File: config.mk
export PLATFORM = sky130hd
export DESIGN_NAME = ball_engine
export DESIGN_NICKNAME = d
export VERILOG_FILES = /design/src/rtl/ball_engine.sv
export SDC_FILE = /design/constraint.sdc
export NUM_CORES = 1
export LEC_CHECK = 0
export CAP_MARGIN = 20
export CORE_ASPECT_RATIO = 0.75
export CORE_MARGIN = 3
export CORE_UTILIZATION = 35
export CTS_CLUSTER_DIAMETER = 100
export DETAILED_ROUTE_END_ITERATION = 16
export GPL_TIMING_DRIVEN = 0
export PLACE_DENSITY = 0.53
export SETUP_SLACK_MARGIN = 0.02
export SLEW_MARGIN = 15
export SYNTH_ARGS = -nofsm -noshare
export SYNTH_HDL_FRONTEND = slang
export SYNTH_SLANG_ARGS = --single-unit
File: constraint.sdc
create_clock -name clck -period 8.18 [get_ports clck]
set_input_delay 0.818 -clock clck [delete_from_list [all_inputs] [get_ports clck]]
set_output_delay 0.818 -clock clck [all_outputs]
set_load 0.005 [all_outputs]
File: src/rtl/ball_engine.sv
// Single-ball motion engine: serve delay, wall/paddle reflection with english
// and speed-up, miss detection, and a registered ball pixel for the mixer.
module ball_engine #(
  parameter int SCREEN_W      = 640,
  parameter int SCREEN_H      = 480,
  parameter int BALL_SIZE     = 10,
  parameter int PADDLE_Y      = 440,
  parameter int PADDLE_W      = 50,
  parameter int INIT_SPEED    = 1,
  parameter int MAX_SPEED     = 7,
  parameter int SPEEDUP       = 1,
  parameter int SERVE_UPDATES = 60,
  parameter int VW            = 5
) (
  input  logic       clck,
  input  logic       reset,
  input  logic [9:0] vgax,
  input  logic [8:0] vgay,
  input  logic       update,
  input  logic [9:0] paddleX,
  output logic       pixel,
  output logic       hit,
  output logic       miss,
  output logic       serving,
  output logic [9:0] ball_x,
  output logic [8:0] ball_y
);

  localparam int SW = 12;
  localparam int CW = (SERVE_UPDATES > 1) ? $clog2(SERVE_UPDATES) : 1;

  localparam logic signed [SW-1:0] ZERO  = SW'(0);
  localparam logic signed [SW-1:0] ONE   = SW'(1);
  localparam logic signed [SW-1:0] BS    = SW'(BALL_SIZE);
  localparam logic signed [SW-1:0] XMAX  = SW'(SCREEN_W - BALL_SIZE);
  localparam logic signed [SW-1:0] YMAX  = SW'(SCREEN_H - BALL_SIZE);
  localparam logic signed [SW-1:0] PTOP  = SW'(PADDLE_Y - BALL_SIZE);
  localparam logic signed [SW-1:0] PWM1  = SW'(PADDLE_W - 1);
  localparam logic signed [SW-1:0] HALF  = SW'(BALL_SIZE / 2);
  localparam logic signed [SW-1:0] T1    = SW'(PADDLE_W / 3);
  localparam logic signed [SW-1:0] T2    = SW'(2 * (PADDLE_W / 3));
  localparam logic signed [SW-1:0] VMAX  = SW'(MAX_SPEED);
  localparam logic signed [SW-1:0] SPUP  = SW'(SPEEDUP);
  localparam logic signed [VW-1:0] VINIT = VW'(INIT_SPEED);
  localparam logic [9:0]           XC    = 10'(SCREEN_W / 2 - BALL_SIZE / 2);
  localparam logic [8:0]           YC    = 9'(SCREEN_H / 2 - BALL_SIZE / 2);
  localparam logic [CW-1:0]        CLAST = CW'(SERVE_UPDATES - 1);

  typedef enum logic {SERVE, PLAY} state_t;

  state_t               state, state_d;
  logic [CW-1:0]        cnt, cnt_d;
  logic [9:0]           x, x_d;
  logic [8:0]           y, y_d;
  logic signed [VW-1:0] vx, vx_d, vy, vy_d;
  logic                 dir, dir_d;
  logic                 hit_d, miss_d, pix_d;

  logic signed [SW-1:0] sx, sy, svx, svy, px, nx, ny, xs_new, vx_w, vx_e, vy_m, off;
  logic [10:0]          x_end;
  logic [9:0]           y_end;

  always_ff @(posedge clck or negedge reset) begin
    if (!reset) begin
      state <= SERVE;
      cnt   <= '0;
      x     <= XC;
      y     <= YC;
      vx    <= VINIT;
      vy    <= VINIT;
      dir   <= 1'b1;
      hit   <= 1'b0;
      miss  <= 1'b0;
      pixel <= 1'b0;
    end else begin
      state <= state_d;
      cnt   <= cnt_d;
      x     <= x_d;
      y     <= y_d;
      vx    <= vx_d;
      vy    <= vy_d;
      dir   <= dir_d;
      hit   <= hit_d;
      miss  <= miss_d;
      pixel <= pix_d;
    end
  end

  always_comb begin
    state_d = state;
    cnt_d   = cnt;
    x_d     = x;
    y_d     = y;
    vx_d    = vx;
    vy_d    = vy;
    dir_d   = dir;
    hit_d   = 1'b0;
    miss_d  = 1'b0;

    sx     = $signed(SW'(x));
    sy     = $signed(SW'(y));
    svx    = SW'(vx);
    svy    = SW'(vy);
    px     = $signed(SW'(paddleX));
    nx     = sx + svx;
    ny     = sy + svy;
    xs_new = sx;
    vx_w   = svx;
    vx_e   = svx;
    vy_m   = svy;
    off    = ZERO;

    if (update) begin
      case (state)
        SERVE: begin
          if (cnt == CLAST) begin
            state_d = PLAY;
            cnt_d   = '0;
          end else begin
            cnt_d = cnt + 1'b1;
          end
        end
        PLAY: begin
          if (nx <= ZERO) begin
            xs_new = ZERO;
            vx_w   = ZERO - svx;
          end else if (nx >= XMAX) begin
            xs_new = XMAX;
            vx_w   = ZERO - svx;
          end else begin
            xs_new = nx;
          end
          x_d  = xs_new[9:0];
          vx_d = VW'(vx_w);

          if (ny <= ZERO) begin
            y_d  = '0;
            vy_d = VW'(ZERO - svy);
          end else if (svy > ZERO && ny >= PTOP && sy < PTOP &&
                       xs_new + BS >= px && xs_new <= px + PWM1) begin
            y_d  = PTOP[8:0];
            vy_m = svy + SPUP;
            if (vy_m > VMAX) vy_m = VMAX;
            vy_d = VW'(ZERO - vy_m);
            // English steers from the post-wall velocity, so a corner bounce
            // still gets its reflected sign as the zero-avoidance fallback.
            off  = xs_new + HALF - px;
            vx_e = vx_w;
            if (off < T1)       vx_e = vx_w - ONE;
            else if (off >= T2) vx_e = vx_w + ONE;
            if (vx_e > VMAX)             vx_e = VMAX;
            else if (vx_e < ZERO - VMAX) vx_e = ZERO - VMAX;
            if (vx_e == ZERO) vx_e = (vx_w < ZERO) ? ZERO - ONE : ONE;
            vx_d  = VW'(vx_e);
            hit_d = 1'b1;
          end else if (ny >= YMAX) begin
            miss_d  = 1'b1;
            state_d = SERVE;
            cnt_d   = '0;
            x_d     = XC;
            y_d     = YC;
            vx_d    = dir ? -VINIT : VINIT;
            dir_d   = ~dir;
            vy_d    = VINIT;
          end else begin
            y_d = ny[8:0];
          end
        end
        default: state_d = SERVE;
      endcase
    end
  end

  always_comb begin
    x_end = {1'b0, x} + 11'(BALL_SIZE - 1);
    y_end = {1'b0, y} + 10'(BALL_SIZE - 1);
    pix_d = (vgax >= x) && ({1'b0, vgax} <= x_end) &&
            (vgay >= y) && ({1'b0, vgay} <= y_end);
  end

  assign serving = (state == SERVE);
  assign ball_x  = x;
  assign ball_y  = y;

endmodule

# After elaboration in Yosys (flattened, before gate mapping)
# Cells that the tools add are included.
# classes
n_addsub	15
n_mul	0
n_div	0
n_lt_le_gt_ge	19
eq_ne	4
n_shift	0
mux	59
n_bitwise	4
reduce_logical	13
# op_table
cell	n
2-to-1 mux 12 bit	20
2-to-1 mux 5 bit	14
2-to-1 mux 10 bit	3
2-to-1 mux 9 bit	3
2-to-1 mux 6 bit	4
greater-or-equal comparator 11 x 10 -> 1 bit, second input constant	2
2-to-1 mux 1 bit	13
adder 11 x 5 -> 12 bit	1
adder 12 x 2 -> 12 bit, second input constant	1
adder 12 x 4 -> 12 bit, second input constant	1
adder 12 x 5 -> 12 bit, second input constant	1
greater-or-equal comparator 12 x 11 -> 1 bit	1
greater-or-equal comparator 12 x 11 -> 1 bit, second input constant	1
greater-or-equal comparator 12 x 7 -> 1 bit, second input constant	1
> comparator 12 x 4 -> 1 bit, second input constant	1
less-or-equal comparator 12 x 1 -> 1 bit, second input constant	1
less-or-equal comparator 12 bit	1
zero test 12 bit	1
less-than comparator 12 x 1 -> 1 bit, second input constant	1
less-than comparator 12 x 4 -> 1 bit, second input constant	1
less-than comparator 12 x 6 -> 1 bit, second input constant	1
one-hot mux 6 bit (2 select lines)	1
subtractor 12 x 11 -> 12 bit	1
subtractor 12 x 2 -> 12 bit, second input constant	1
other kinds (27)	38
# totals
ff_bits	40
latch_bits	0
mem_bits_rw	0
romBits	0
in_bits	32
out_inout_bits	23
word_cells	124
mem_count	0

# Logic depth before layout (Yosys ltp)
# depth
ltp_word	26
depth_mapped	34
depth_no_buf	33

# Worst setup path after synthesis
# No wires, ideal clock.
# synth_timing
kind	register to register
startpoint	register vx[0]
endpoint	register vx[1]
setup_time_ns	0.131
arrival_time_ns	7.099
t_required_ns	8.049
setup_slack_ns	0.950
stages_incl_launch_ff	34
n_path_buf	1
synth_period_minus_slack_ns	7.230
path_cell_list	dfstp_2 -> ha_1 -> inv_1 -> fa_1 -> nand2b_1 -> a211oi_2 -> a31oi_2 -> xnor2_1 -> o311a_2 -> mux2i_4 -> nor2_1 -> buf_2 -> nand2_1 -> inv_1 -> ha_1 -> ha_1 -> inv_1 -> fa_1 -> nor2b_2 -> o2111ai_1 -> a31oi_1 -> o22ai_1 -> or4_1 -> o21ai_1 -> nand2_1 -> a21o_1 -> a21oi_1 -> or2_2 -> o2111ai_1 -> ha_1 -> nor2b_1 -> o2111ai_1 -> nor4_4 -> or3_1
# synth_via
elab_chain_len	26
word_cells_on_any_way	44
cone_classes	add/sub (7); order compare (9); mux (25); reduce/logical (3)
# synth_lines
item	line	rtl
from (decl)	55	logic signed [VW-1:0] vx, vx_d, vy, vy_d;
from (signal assigned)	80	vx <= vx_d;
adder 11 x 5 -> 12 bit	105	nx = sx + svx;
greater-or-equal comparator 12 x 11 -> 1 bit	127	end else if (nx >= XMAX) begin
2-to-1 mux 12 bit	127	
2-to-1 mux 12 bit	124	if (nx <= ZERO) begin
2-to-1 mux 12 bit	114	case (state)
2-to-1 mux 12 bit	113	if (update) begin
adder 12 x 4 -> 12 bit	147	off = xs_new + HALF - px;
subtractor 12 x 11 -> 12 bit	147	
[... 10 more ...]	n/a	
2-to-1 mux 12 bit	139	end else if (svy > ZERO && ny >= PTOP && sy < PTOP &&
2-to-1 mux 12 bit	136	if (ny <= ZERO) begin
2-to-1 mux 12 bit	114	
2-to-1 mux 12 bit	113	
zero test 12 bit	153	if (vx_e == ZERO) vx_e = (vx_w < ZERO) ? ZERO - ONE : ONE;
2-to-1 mux 5 bit	153	
2-to-1 mux 5 bit	139	
2-to-1 mux 5 bit (*)	136	
# Every way passes the cells marked *; elsewhere a longest branch is shown, timed or not. The select of a mux whose other input is x is not followed.
# A chain may end at the register's enable or synchronous reset.

# Worst setup path in the final report
# layout_timing
startpoint	register vx[0]
endpoint	register vx[4]
# Same word-level chain as after synthesis.

==> reports/summary.log <==
[cts] sinks on the clock net 40
[routing] number of vias in the routed layout 6200
[floorplan] Initial Utilization 36.3%
[timing] setup total negative slack 0 ps
[floorplan] area of the core region 18000 um2
[worst_setup_path] crit end category register
[global_route] first-pass GRT wire length 31200 um
[timing] final critical path time including I/O delays and setup 7840 ps
[final_layout] area growth from synthesis to layout 20.6%
[synth] Syn Nets 968
[floorplan] number of placement rows 42
[timing] minimum setup slack in the final design 343 ps
[final_layout] multi-input combinational cell area 5350 um2
[cts] number of buffers between clock root and the deepest sink 2
[routing] Initial DRC Count 462
[synth] Synth Cell Area 6520 um2
[cts] CTS tree yes
[hold_path] hold crit path type in -> async
[routing] wire length per cell after detailed routing 17.1 um
[worst_setup_path] required arrival time at the worst endpoint 8370 ps
[cts] H-tree depth 2
[flow_run] maximum capacitance violations 0
[floorplan] ports placed on the boundary 55
[timing] Tcrit/Tclk final 95.8%
[final_layout] Post-Layout Cell Count 1145
[global_route] via count of the first global-routing pass 5771
[routing] per-cell via count in the routed design 5.41
[global_route] largest net degree at the start of global routing 33
[placed_design] Placed Cells 1119
[worst_setup_path] slowest cell delay on critical path 620 ps
[synth] proportion of register bits with asynchronous set or reset after synthesis 100%
[synth] count of yosys warnings during synthesis 0
[timing] highest attainable clock frequency 128 MHz
[floorplan] Vert. Die Dim 124 um
[global_route] antenna violations before repair 0
[timing] slew margin rel. 31.0%
[global_route] remaining global-route overflow 0
[placed_design] HPWL after DPL 15500 um
[synth] leading register cell type out of synthesis sky130_fd_sc_hd__dfrtp_1
[timing] final setup vio count 0
[floorplan] Horiz. Die Dim 164 um
[synth] Syn Inst Count 822
[final_layout] post-layout net count 1048
[timing] Least-Margin Pin Slew 1030 ps
[cts] CTS Buf Count 5
[routing] post-route ant nets 0
[synth] Post-Syn Area per Cell 7.94 um2
[worst_setup_path] worst reg2reg path startpoint vx[0]$_DFFE_PN1P_
[global_route] overall routing resource usage 18.9%
[final_layout] layout cell share with drive strength beyond 1 11.5%
[routing] wirelength, routed 19600 um
[outcome] status complete, no violations
[timing] final hold vios 0
[synth] FF+latch count, synth 40
[worst_setup_path] type of the worst setup path reg -> reg
[final_layout] Storage cell area 1020 um2
[timing] final count of pins violating max slew 0
[placed_design] number of I/O port buffers 54
[synth] fraction of the yosys area taken by sequential cells 15.6%
[worst_setup_path] critical path's slowest cell sky130_fd_sc_hd__or4_4
[worst_setup_path] kind of start point of the critical path register
[worst_setup_path] peak fanout along the critical path 6
[synth] number of unique standard cell types used by synthesis 84
[synth] count of flip-flops with a built-in enable after synthesis 0
[routing] drc violations 0
[worst_setup_path] Worst R2R Setup Slack 340 ps
[cts] number of hold buffers added after CTS 0
[final_layout] ant diodes 0
[routing] detailed-routing iteration count for the pre-antenna-repair pass 5
[worst_setup_path] arrival time of the worst setup path 8030 ps
[cts] root buffer cell sky130_fd_sc_hd__clkbuf_16
[timing] clock skew 3.13 ps
[cts] register clock-pin slew on the reported worst setup and hold paths 60 ps
[worst_setup_path] FF-to-FF End vx[4]$_DFFE_PN0P_
[placed_design] routability cong. 0.829
[worst_setup_path] length in cells of the worst reg-to-reg path 30
[floorplan] die area 20300 um2
[placed_design] pre-CTS setup slack -584 ps
[final_layout] number of filler instances in the final layout 1851
[worst_setup_path] most numerous cell on the critical path sky130_fd_sc_hd__ha_1
[cts] later-pin clock latency in the skew report 290 ps
[how the worst max path moves through the flow]
stage | from | to | cells after the start | slack [ps]
2_1_floorplan | vx[0]$_DFFE_PN1P_ | vx[1]$_DFFE_PN0P_ | 33 | 950
3_3_place_gp | ball_x[0]$_DFFE_PN1P_ | vx[4]$_DFFE_PN0P_ | 34 | -750
3_5_place_dp | vx[0]$_DFFE_PN1P_ | vx[4]$_DFFE_PN0P_ | 33 | -580
4_1_cts | ball_x[0]$_DFFE_PN1P_ | vx[4]$_DFFE_PN0P_ | 30 | 20
5_1_grt | vx[0]$_DFFE_PN1P_ | vx[4]$_DFFE_PN0P_ | 31 | -20
6_report | vx[0]$_DFFE_PN1P_ | vx[4]$_DFFE_PN0P_ | 30 | 340
[layer usage]
layer,global-route usage (%),vias to the layer above,share of wire [%]
met4,1.54,0,0.31
met1,33.0,2898,58
met5,0,-,0
li1,-,3160,-
met2,24.3,134,37
met3,2.47,8,4.7
[cells in the mapped netlist (3+ instances only)]
library cell | number | area [um2]
sky130_fd_sc_hd__and3_1 | 11 | 68.8
sky130_fd_sc_hd__nand2b_1 | 17 | 106
sky130_fd_sc_hd__and2_1 | 7 | 43.8
sky130_fd_sc_hd__xor2_1 | 12 | 105
sky130_fd_sc_hd__dfstp_2 | 15 | 394
sky130_fd_sc_hd__nor3_1 | 29 | 145
sky130_fd_sc_hd__dfrtp_1 | 25 | 626
sky130_fd_sc_hd__a21boi_0 | 4 | 30.0
sky130_fd_sc_hd__mux2_2 | 3 | 33.8
sky130_fd_sc_hd__xnor2_1 | 42 | 368
sky130_fd_sc_hd__a21oi_1 | 53 | 265
sky130_fd_sc_hd__o21ai_0 | 57 | 285
sky130_fd_sc_hd__a22o_1 | 3 | 26.3
sky130_fd_sc_hd__nor4_1 | 7 | 43.8
sky130_fd_sc_hd__nand3b_1 | 5 | 37.5
sky130_fd_sc_hd__a211oi_1 | 9 | 67.6
sky130_fd_sc_hd__inv_1 | 71 | 267
sky130_fd_sc_hd__a22oi_1 | 4 | 30.0
sky130_fd_sc_hd__nor2_1 | 66 | 248
sky130_fd_sc_hd__a2111oi_0 | 4 | 35.0
sky130_fd_sc_hd__o22ai_1 | 6 | 37.5
sky130_fd_sc_hd__nand2_1 | 41 | 154
sky130_fd_sc_hd__o31a_1 | 3 | 26.3
sky130_fd_sc_hd__or2_2 | 3 | 18.8
sky130_fd_sc_hd__or4_1 | 3 | 22.5
sky130_fd_sc_hd__a31oi_1 | 9 | 56.3
sky130_fd_sc_hd__fa_1 | 3 | 60.1
sky130_fd_sc_hd__ha_1 | 111 | 1390
sky130_fd_sc_hd__o211ai_1 | 4 | 30.0
sky130_fd_sc_hd__o2111ai_1 | 4 | 35.0
sky130_fd_sc_hd__clkbuf_1 | 18 | 67.6
sky130_fd_sc_hd__nor2b_1 | 18 | 113
sky130_fd_sc_hd__o21a_1 | 22 | 165
sky130_fd_sc_hd__a21o_1 | 16 | 120
sky130_fd_sc_hd__or3_1 | 5 | 31.3
sky130_fd_sc_hd__o31ai_1 | 12 | 90.1
sky130_fd_sc_hd__mux2i_1 | 3 | 30.0
sky130_fd_sc_hd__nor3b_1 | 3 | 22.5
sky130_fd_sc_hd__nand4_1 | 9 | 56.3
sky130_fd_sc_hd__nand3_1 | 28 | 140
[registers in the layout, summed over array words and instances, names as in the netlist]
register	flops
hit	1
state	1
dir	1
cnt	6
ball_y	9
miss	1
ball_x	10
vy	5
vx	5
pixel	1
[cell families after synthesis]
| logic type | count (synthesis) | share of synthesized area (%) |
|---|---|---|
| simple gates | 262 | 21.0 |
| compound gates | 247 | 26.1 |
| fa+ha+maj | 114 | 22.2 |
| buf+inv | 92 | 5.33 |
| xor+xnor | 57 | 8.11 |
| flops | 40 | 15.6 |
| mux | 8 | 1.55 |
| other cells | 2 | 0.115 |
[layout by cell type, fill, tap and decap left out, drive strengths merged, types with 13 or more instances in the layout]
cell type / Yosys / final
a21o: 16 / 16
a21oi: 55 / 55
buf: 3 / 24
clkbuf: 18 / 23
clkdlybuf4s50: 0 / 53
dfrtp: 25 / 25
dfstp: 15 / 15
ha: 111 / 111
inv: 71 / 71
nand2: 41 / 41
nand2b: 17 / 17
nand3: 28 / 28
nor2: 67 / 67
nor2b: 19 / 19
nor3: 29 / 29
o21a: 22 / 22
o21ai: 59 / 59
o31ai: 13 / 13
xnor2: 44 / 44
[critical path: cells and delay by family (launching register included)]
family	cells	cell delay, ps
AO/OA/AOI/OAI	12	2490
multiplexers	1	360
buffers and inverters	2	280
adder cells (fa/ha/maj)	5	1550
AND/OR/NAND/NOR	10	2450
flip-flops	1	600
[metrics by stage]
step / instance area [um2] / hold slack (ps) / util [%]
floorplan: 6520 / 446 / -
global placement: 7370 / 479 / 41.0
detailed placement: 7380 / 472 / 41.1
CTS: 7610 / 389 / 42.3
global route: 7870 / 389 / 43.8
finish: 7870 / 381 / 43.8
[final cells by class]
cell class,count,area share (%)
clock buffer,6,1.76
timing repair buffer,74,8.92
tap,242,3.85
clock inverter,2,0.127
buffer,20,1.02
sequential,40,13.0
multi-input combinational,690,68.0
inverter,71,3.39
[what timing repair did]
item,CTS,global route
gates resized for setup,12,30
buffers inserted,3,16
endpoints found under the setup margin,5,5
pin swaps,2,10
Power is not shown: default switching activity piles up to over one toggle a cycle in this logic, so the estimate is an artifact.
